===== config.mk =====
export PLATFORM = sky130hd
export DESIGN_NAME = mux4_rr_arbiter
export DESIGN_NICKNAME = d
export VERILOG_FILES = /design/src/rtl/mux4_rr_arbiter.sv
export SDC_FILE = /design/constraint.sdc
export NUM_CORES = 1
export LEC_CHECK = 0
export ABC_AREA = 1
export ABC_CLOCK_PERIOD_IN_PS = 2200
export BUFFER_PORTS_ARGS = -buffer_cell sky130_fd_sc_hd__buf_4
export CAP_MARGIN = 20
export CELL_PAD_IN_SITES_DETAIL_PLACEMENT = 1
export CELL_PAD_IN_SITES_GLOBAL_PLACEMENT = 1
export CORE_UTILIZATION = 37
export CTS_CLUSTER_DIAMETER = 50
export DETAILED_ROUTE_END_ITERATION = 10
export PLACE_DENSITY_LB_ADDON = 0.1
export SETUP_SLACK_MARGIN = 0.1
export SKIP_LAST_GASP = 1
export SLEW_MARGIN = 10
export SYNTH_ARGS = -nofsm -noshare
export SYNTH_HDL_FRONTEND = slang
export SYNTH_SLANG_ARGS = --single-unit

===== constraint.sdc =====
create_clock -name clk -period 2.2 [get_ports clk]
set_input_delay 0.66 -clock clk [delete_from_list [all_inputs] [get_ports clk]]
set_output_delay 0.66 -clock clk [all_outputs]
set_load 0.05 [all_outputs]

===== src/rtl/mux4_rr_arbiter.sv =====
// Round-robin arbiter for four requesters sharing one 4:1 mux datapath.
// Registered one-hot grant and mux select, with an optional hold-time limit against starvation.
module mux4_rr_arbiter #(
    parameter int MAX_HOLD = 16,
    parameter int CNT_W    = 5
) (
    input  logic       clk,
    input  logic       rst,
    input  logic [3:0] req,
    input  logic [3:0] rel,
    output logic [3:0] gnt,
    output logic [1:0] sel,
    output logic       busy
);

    typedef enum logic {IDLE, OWN} state_t;

    localparam logic [CNT_W-1:0] HOLD_LIM = (MAX_HOLD == 0) ? '0 : CNT_W'(MAX_HOLD - 1);
    localparam logic [CNT_W-1:0] HOLD_SAT = '1;

    state_t           state_q, state_d;
    logic [1:0]       last_q, last_d;
    logic [1:0]       sel_q, sel_d;
    logic [3:0]       gnt_q, gnt_d;
    logic             busy_q, busy_d;
    logic [CNT_W-1:0] hold_q, hold_d;

    logic       do_arb;
    logic [1:0] arb_ptr;
    logic [3:0] owner_oh;
    logic       timeout;
    logic [2:0] pick;

    // Returns {found, index}; candidates are scanned ptr+1, ptr+2, ptr+3, ptr so the
    // loop runs backwards and the earliest candidate in search order wins.
    function automatic logic [2:0] rr_pick(input logic [3:0] r, input logic [1:0] ptr);
        logic [2:0] res;
        logic [1:0] idx;
        res = '0;
        for (int k = 4; k >= 1; k--) begin
            idx = ptr + 2'(k);
            if (r[idx]) res = {1'b1, idx};
        end
        return res;
    endfunction

    always_comb begin
        state_d  = state_q;
        last_d   = last_q;
        sel_d    = sel_q;
        gnt_d    = gnt_q;
        busy_d   = busy_q;
        hold_d   = (hold_q == HOLD_SAT) ? hold_q : hold_q + CNT_W'(1);
        do_arb   = 1'b0;
        arb_ptr  = last_q;
        owner_oh = 4'b0001 << sel_q;
        timeout  = (MAX_HOLD != 0) && (hold_q == HOLD_LIM) && (|(req & ~owner_oh));

        case (state_q)
            IDLE: begin
                do_arb  = 1'b1;
                arb_ptr = last_q;
            end
            OWN: begin
                if (rel[sel_q] || !req[sel_q] || timeout) begin
                    do_arb  = 1'b1;
                    arb_ptr = sel_q;
                    last_d  = sel_q;
                end
            end
            default: ;
        endcase

        pick = rr_pick(req, arb_ptr);

        // Re-arbitration happens on the releasing edge itself, so owners hand over without a bubble.
        if (do_arb) begin
            hold_d = '0;
            if (pick[2]) begin
                state_d = OWN;
                sel_d   = pick[1:0];
                gnt_d   = 4'b0001 << pick[1:0];
                busy_d  = 1'b1;
            end else begin
                state_d = IDLE;
                gnt_d   = '0;
                busy_d  = 1'b0;
            end
        end
    end

    always_ff @(posedge clk) begin
        if (rst) begin
            state_q <= IDLE;
            last_q  <= 2'd3;
            sel_q   <= 2'd0;
            gnt_q   <= 4'b0000;
            busy_q  <= 1'b0;
            hold_q  <= '0;
        end else begin
            state_q <= state_d;
            last_q  <= last_d;
            sel_q   <= sel_d;
            gnt_q   <= gnt_d;
            busy_q  <= busy_d;
            hold_q  <= hold_d;
        end
    end

    assign gnt  = gnt_q;
    assign sel  = sel_q;
    assign busy = busy_q;

endmodule


After elaboration in Yosys (flattened, before gate mapping)
Cells that the tools add are included.
{"block": "word_totals", "reg_bits": 14, "input_bits": 10}
{"block": "classes", "n_lt_le_gt_ge": 5, "n_reduce_logical": 7, "n_eq_ne": 2, "n_addsub": 4, "n_shift": 2, "bitwise_logic": 3, "muxes": 22}
{"op": "2-bit by 3-bit < comparator with 1-bit output (second input constant)", "count": 5}
{"op": "1-bit binary-select mux with 2-bit select", "count": 6}
{"op": "3-bit two-way mux", "count": 4}
{"op": "1-bit two-way mux", "count": 8}
{"op": "1-bit by 2-bit << shifter with 4-bit output (first input constant)", "count": 2}
{"op": "5-bit by 1-bit adder with 5-bit output (second input constant)", "count": 1}
{"op": "5-bit by 4-bit == test with 1-bit output (second input constant)", "count": 1}
{"op": "5-bit == test (second input constant)", "count": 1}
{"op": "2-bit adder (second input constant)", "count": 2}
{"op": "4-bit AND", "count": 1}
{"op": "4-bit two-way mux", "count": 1}
{"op": "4-bit inverter", "count": 1}
{"op": "2-bit one-hot mux with 2 select lines", "count": 1}
{"op": "4-bit OR reduction", "count": 1}
{"op": "2-bit by 1-bit adder with 2-bit output (second input constant)", "count": 1}
{"op": "1-bit logical OR", "count": 2}
{"op": "2-bit two-way mux", "count": 1}
{"op": "1-bit one-hot mux with 2 select lines", "count": 1}
{"op": "2-bit AND reduction", "count": 1}
{"op": "2-bit OR reduction", "count": 1}
{"op": "1-bit logical AND", "count": 1}
{"op": "1-bit logical NOT", "count": 1}
{"op": "1-bit inverter", "count": 1}

Logic depth before layout (Yosys ltp)
Gate-level depths: netlist of the first run.
{"block": "depth", "word_depth": 16, "mapped_depth": 21, "mapped_depth_nobuf": 20}

Worst setup path before layout of the first run
No wires, ideal clock.
{"block": "synth_timing", "kind": "register -> register", "startpoint": "reg sel_q[0] (netlist: sel[0])", "endpoint": "reg gnt_q[0] (netlist: gnt[0])", "synth_period_minus_slack_ns": 2.238, "path_stages_with_launch": 21, "setup_ns": 0.119, "path_slack_ns": -0.038, "arrival_ns": 2.119, "path_cell_list": "dfxtp_1 -> buf_6 -> inv_6 -> nand2_2 -> nand2_1 -> nand2_1 -> nand2_1 -> nor2_2 -> nand2_2 -> nand2_2 -> nand2_2 -> nand2_2 -> nand2_1 -> nand2_2 -> nand2_2 -> nand2_1 -> inv_2 -> nand3_1 -> nand2_1 -> nand2_1 -> o21bai_1"}
{"block": "synth_between", "elab_chain_len": 16, "elab_cells_between_ends": 33, "cone_classes": "add/sub: 3; shift: 2; mux: 21; bitwise: 2; reduce/logical: 5"}
{"element": "from (decl)", "line_no": "23", "text": "logic [1:0] sel_q, sel_d;"}
{"element": "from (signal assigned)", "line_no": "103", "text": "sel_q <= sel_d;"}
{"element": "1-bit by 2-bit << shifter with 4-bit output", "line_no": "56", "text": "owner_oh = 4'b0001 << sel_q;"}
{"element": "4-bit inverter", "line_no": "57", "text": "timeout = (MAX_HOLD != 0) && (hold_q == HOLD_LIM) && (|(req & ~owner_oh));"}
{"element": "4-bit AND", "line_no": "57"}
{"element": "4-bit OR reduction", "line_no": "57"}
{"element": "1-bit logical AND", "line_no": "57"}
{"element": "1-bit logical OR", "line_no": "65", "text": "if (rel[sel_q] || !req[sel_q] || timeout) begin"}
{"element": "2-bit two-way mux", "line_no": "65"}
{"element": "2-bit one-hot mux with 2 select lines", "line_no": "59", "text": "case (state_q)"}
{"element": "2-bit adder / 1-bit binary-select mux with 2-bit select (equally long branches)", "line_no": "41, 42"}
{"element": "1-bit binary-select mux with 2-bit select / 1-bit two-way mux (equally long branches)", "line_no": "42", "text": "if (r[idx]) res = {1'b1, idx};"}
{"element": "1-bit two-way mux (not written as such) / 3-bit two-way mux (equally long branches)", "line_no": "42"}
{"element": "3-bit two-way mux (3 in series)", "line_no": "42"}
{"element": "1-bit by 2-bit << shifter with 4-bit output", "line_no": "82", "text": "gnt_d = 4'b0001 << pick[1:0];"}
{"element": "4-bit two-way mux", "line_no": "79", "text": "if (pick[2]) begin"}
{"element": "to (signal assigned)", "line_no": "104", "text": "gnt_q <= gnt_d;"}
{"element": "to (decl)", "line_no": "24", "text": "logic [3:0] gnt_q, gnt_d;"}
Parallel ways exist; a longest one is shown, timed or not. The select of a mux whose other input is x is not followed.
A chain may end at the register's enable or synchronous reset.

Final worst setup path of the first run
{"block": "layout_timing", "startpoint": "reg sel_q[0] (netlist: sel[0])", "endpoint": "reg gnt_q[1] (netlist: gnt[1])"}
Same word-level chain as after synthesis.

==> impl_metrics.yaml, run 1 <==
run_status:
  status: "finished, violations left"
  violations: "setup timing"
route:
  vias_per_cell: 5.555
  drt_iter0_drc: 33
  dr.pass1.iters: 4
  ant_nets: 0
  drt-total-wl_um: 5098
  wire_per_inst_um: 21.42
  vias: 1322
  route.detailed.drc: 0
layout:
  multiInputGateArea_um2: 969.7
  instances_no_fill: 238
  fill_cells: 308
  final-seq-area_um2: 290.3
  finalCoreUtilization_pct: 68.35
  area_growth_pct: 70.97
  drive_above_1_share_pct: 53.37
  finalNetCount: 222
  n_antenna_cell: 0
yosys:
  synth_simple_gate_area_share_pct: 48.88
  synth_seq_area_share_pct: 27.79
  yosysTopAreaCell: "dfxtp_1"
  synth_seq_cells: 14
  avgSynthCellArea_um2: 6.039
  yosys_warnings: 0
  synth_mux_area_share_pct: 0
  syn_inst: 167
  ys_types: 21
  syn_nets: 180
  synth_compound_area_share_pct: 7.816
  synth_area_leaders: "dfxtp_1 (28%), nand2_1 (23%), nand3_1 (11%)"
  synthAdderAreaFrac_pct: 3.722
  syn_area_um2: 1008
  synthXorXnorAreaFrac_pct: 0.8685
  synth_top_area_share_pct: 27.79
  synth_top_family_by_area: "simple AND/OR/NAND/NOR gates"
cts:
  cts_tree: "yes"
  clockBufferDepth: 2
  clk_pin_slew_ns: 0.11
  clk_latency_ns: 0.29
  h-tree-depth: 1
  cts_hold_buf: 0
  cts_buffers: 3
  clock-sinks: 14
  cts_root_buf: "clkbuf_4"
power_and_ir_drop:
  vdd_drop_max_uv: 981.9
  cellPowerDensity_nw_per_um2: 1316
  leakage_nw: 0.8436
placement:
  portBuffers: 16
  pre_cts_ws_ns: -0.1965
  dp_hpwl_um: 2413
  gp_congestion: 0.7453
  dp_cells: 224
global_routing:
  grt_antenna_before_repair: 0
  grtUsageMet2_pct: 55.89
  grt_use_met3_pct: 6.780
  gr-usage-all-layers_pct: 29.04
  grt.overflow.total: 0
  busiest_layer: "met2"
  grt_pass1_wl_um: 5975
  grt_max_degree: 11
  grt_pass1_vias: 1351
  grt_util_met1_pct: 29.31
die:
  rows: 18
  core_region_area_um2: 2522
  io_pins: 17
  start_util_pct: 39.98
  fp.dieH_um: 54.21
  die_area_um2: 2938
  die_w_um: 54.21
hold_path:
  hold_path.class: "reg -> reg"
timing:
  finClkSkew_ns: 0.02138
  hold_violations: 0
  worst_slack_ns: -0.2487
  fmax_mhz: 408.4
  setup_viol: 6
  slew_viol_final: 0
  worst-slew-pin-transition_ns: 0.6520
  min_period_ns: 2.449
  post-route-period-util_pct: 111.3
  maxSlewHeadroom_pct: 56.47
  rsz0062_at_grt: "true"
worst_setup_path:
  crit_type: "reg -> reg"
  worstPathRequired_ns: 2.40
  startpoint_type: "flip-flop"
  arrival_ns: 2.65
  end_kind: "flip-flop"
  critPathMaxFanout: 6
job:
  drv_cap: 0
-- area by class of cell --
type,count,share of cell area (%)
tap,30,2.177
sequential,14,16.84
timing repair buffer,39,17.42
clock buffer,4,2.105
inverter,22,5.225
multi-input combinational,129,56.24
-- synthesized netlist by cell type, drive strengths merged --
| library cell | n |
|---|---|
| nand2 | 74 |
| dfxtp | 14 |
| inv | 22 |
| xor2 | 1 |
| o21ai | 5 |
| buf | 2 |
| or2 | 1 |
| a21oi | 7 |
| nand4 | 2 |
| ha | 3 |
| nor2 | 11 |
| o21bai | 2 |
| nand3 | 23 |
-- report_power, final --
group | switching [mW] | internal (mW) | total (mW)
sequential | 0.0788 | 0.312 | 0.391
combinational | 1.10 | 0.589 | 1.69
clock | 0.0915 | 0.101 | 0.192
-- path summary, 6_finish.rpt --
check              start     end  slack [ns]  depth (start not counted)
setup / recovery  sel[0]  gnt[1]       -0.25                         18
hold / removal    gnt[3]  gnt[3]        0.48                          2
setup reg to reg  sel[0]  gnt[1]       -0.25                         18
hold reg to reg   gnt[3]  gnt[3]        0.48                          2
-- registers in the layout, summed over array words and instances, names as in the netlist --
name	cells
hold_q	5
gnt	4
last_q	2
sel	2
busy	1
-- metal layers --
metal | up-vias | routed length (um)
li1 | 607 | -
met1 | 655 | 2037
met2 | 41 | 2688
met3 | 19 | 192
met4 | 0 | 180
met5 | - | 0
-- layout by cell type (no fill, tap or decap), types with 5 or more instances in the layout --
cell     Yosys  layout
nand2_8      0       5
nand3_2      1       7
dfxtp_1     14      10
nor2_1      10       6
nand2_1     63      37
a21oi_1      7       7
nand3_1     22      11
nand3_4      0       5
nand2_2     10      20
inv_1       19      18
nand2_4      1      12
buf_4        0      37
-- cell families after synthesis --
| group | Yosys count |
|---|---|
| and+or+nand+nor | 111 |
| buffers and inverters | 24 |
| AOI/OAI and AO/OA | 14 |
| DFF | 14 |
| adders and majority gates | 3 |
| xor gates and xnor gates | 1 |
-- worst max-delay path: stages (launching register included) --
cell	delay, ns
dfxtp_4	0.40
buf_6	0.14
nand2_1	0.07
nand2_1	0.06
nand2_1	0.08
nand2_1	0.11
nor2_4	0.18
nand2_4	0.13
nand2_8	0.14
nand2_8	0.09
nand3_2	0.12
nand3_1	0.13
nand2_1	0.11
inv_1	0.05
nand2_2	0.09
nand2_2	0.08
nand2_1	0.07
nand3_1	0.12
o21bai_1	0.20
-- repair_timing --
action | in CTS | in global routing
endpoints found under the setup margin | 6 | 6
setup buffers | 6 | 4
cloned | 0 | 0
gates resized for setup | 57 | 32
pin swaps | 20 | 26
-- stage by stage --
| step | instance area, um2 | setup TNS [ns] | total power, mW | hold slack (ns) |
|---|---|---|---|---|
| 3_5_place_dp | 1244 | -1.013 | 1.365 | 0.4578 |
| 3_3_place_gp | 1244 | -0.5563 | 1.331 | 0.4480 |
| 6_report | 1724 | -1.060 | 2.269 | 0.4834 |
| 4_1_cts | 1565 | 0 | 1.885 | 0.4716 |
| 5_1_grt | 1724 | -1.732 | 2.365 | 0.5174 |
| 2_1_floorplan | 1011 | 0 | 1.084 | 0.4562 |
Power figures use the tool's default switching activity.
==> run 2, diff against run 1 <==
==> constraint.sdc (replaced) <==
create_clock -name clk -period 2.2 [get_ports clk]
set_input_delay 0.33 -clock clk [delete_from_list [all_inputs] [get_ports clk]]
set_output_delay 0.33 -clock clk [all_outputs]
set_load 0.05 [all_outputs]
==> impl_metrics.yaml, run 2 (synthesis results as in run 1) <==
layout:
  area_growth_pct: 65.01
  finalNetCount: 217
  largest_register_ff_count: 5
  regMostFlops: "hold_q"
  mostFrequentLayoutCell: "nand2_1"
  drive_above_1_share_pct: 50.50
  fill_cells: 313
  layout_common_cells: "nand2_1 (38), buf_4 (29), inv_1 (18)"
  n_antenna_cell: 0
route:
  wirelength_met1_um: 1732
  drt_iter0_drc: 15
  drt-total-wl_um: 4593
  route.met3.wl_um: 170
  vias: 1251
  highest-signal-layer: "met4"
  dr.pass1.iters: 4
  dr_wl_met2_um: 2525
  wire_per_inst_um: 19.80
  vias_per_cell: 5.392
  route.detailed.drc: 0
  ant_nets: 0
timing:
  setup_viol: 6
  fmax_mhz: 432.5
  worst-slew-pin-transition_ns: 0.5247
  finClkSkew_ns: 0.005867
  maxSlewHeadroom_pct: 64.97
  min_period_ns: 2.312
  slew_viol_final: 0
  rsz0062_at_grt: "true"
  hold_violations: 0
  finalSetupTns_ns: -0.4768
  post-route-period-util_pct: 105.1
  worst_slack_ns: -0.1124
global_routing:
  grt_max_degree: 11
  grt_pass1_wl_um: 5057
  gr-usage-all-layers_pct: 23.87
  grt_antenna_before_repair: 0
  grt_pass1_vias: 1189
  grt.overflow.total: 0
job:
  drv_cap: 0
cts:
  cts_root_buf: "clkbuf_4"
  h-tree-depth: 1
  clk_latency_ns: 0.28
  clock-sinks: 14
  clk_pin_slew_ns: 0.08
  clockBufferDepth: 2
  cts_buffers: 3
  cts_hold_buf: 0
  cts_tree: "yes"
run_status:
  status: "finished, violations left"
  violations: "setup timing"
power_and_ir_drop:
  vdd_drop_max_uv: 885.8
  leakage_nw: 0.8335
  p_switching_mw: 1.192
  pwr-share-seq_pct: 17.3
  p_sw_share_pct: 55.20
  p_int_mw: 0.9673
  combPwrFrac_pct: 76.0
  cellPowerDensity_nw_per_um2: 1297
  power_frac_clock_pct: 6.7
die:
  io_pins: 17
  start_util_pct: 39.98
  die_area_um2: 2938
  rows: 18
  fp.dieH_um: 54.21
  die_w_um: 54.21
  core_region_area_um2: 2522
worst_setup_path:
  end_kind: "flip-flop"
  arrival_ns: 2.52
  worstPathRequired_ns: 2.41
  startpoint_type: "flip-flop"
  critPathMaxFanout: 7
  crit_type: "reg -> reg"
placement:
  pre_cts_ws_ns: -0.1575
  dp_hpwl_um: 2302
  portBuffers: 16
  gp_congestion: 0.7912
hold_path:
  hold_path.class: "in -> reg"
[run 2: per-stage QoR]
| stage | instances | cell area (um2) | hold WS, ns | util [%] | total power, mW |
|---|---|---|---|---|---|
| 2_1_floorplan | 167 | 1011 | 0.4562 | - | 1.084 |
| 3_3_place_gp | 212 | 1154 | 0.4465 | 45.73 | 1.265 |
| 3_5_place_dp | 212 | 1154 | 0.4579 | 45.73 | 1.300 |
| 4_1_cts | 225 | 1358 | 0.2964 | 53.82 | 1.632 |
| 5_1_grt | 232 | 1664 | 0.3160 | 65.97 | 2.289 |
| 6_report | 232 | 1664 | 0.3262 | 65.97 | 2.159 |
[run 2: repair_timing]
item	CTS	global route
setup buffers	10	7
endpoints found under the setup margin	6	6
gates resized for setup	31	55
pin swaps	17	27
[run 2: final timing paths]
| check | from | to | slack, ns | cells past startpoint |
|---|---|---|---|---|
| setup reg to reg | sel[0] | gnt[0] | -0.11 | 18 |
| setup / recovery | sel[0] | gnt[0] | -0.11 | 18 |
| hold / removal | rst | sel[0] | 0.33 | 4 |
| hold reg to reg | gnt[3] | gnt[3] | 0.48 | 2 |
[run 2: metal layers]
metal  vias up  track usage [%]
li1        595                -
met1       602            27.09
met2        36            45.93
met3        18            5.085
met4         0            2.564
met5         -                0
[run 2: power by group through the flow]
stage / clock, mW / combinational, mW / sequential [mW]
6_report: 0.144 / 1.64 / 0.374
5_1_grt: 0.156 / 1.75 / 0.379
4_1_cts: 0.140 / 1.11 / 0.379
3_5_place_dp: 0 / 0.923 / 0.377
3_3_place_gp: 0 / 0.890 / 0.375
2_1_floorplan: 0 / 0.635 / 0.449
[run 2: worst max-delay path: stages, from the launching register on]
cell and delay, ns:
dfxtp_4 0.37, buf_12 0.13, inv_6 0.08, nand2_1 0.06
nand2_1 0.07, nand2_1 0.11, o21ai_4 0.20, nand2_4 0.13
nand3_2 0.19, nand2_8 0.10, nand2_1 0.10, nand2_2 0.07
nand2_1 0.08, nand2_2 0.06, nand2_4 0.09, nand2_4 0.07
nand2_2 0.06, nand3_2 0.10, o21bai_1 0.17
[run 2: cell type report]
| cell class | count | area, um2 | area share (%) |
|---|---|---|---|
| inverter | 22 | 92.59 | 5.564 |
| multi-input combinational | 129 | 944.7 | 56.77 |
| tap | 30 | 37.54 | 2.256 |
| sequential | 14 | 290.3 | 17.44 |
| clock buffer | 3 | 22.52 | 1.353 |
| timing repair buffer | 34 | 276.5 | 16.62 |
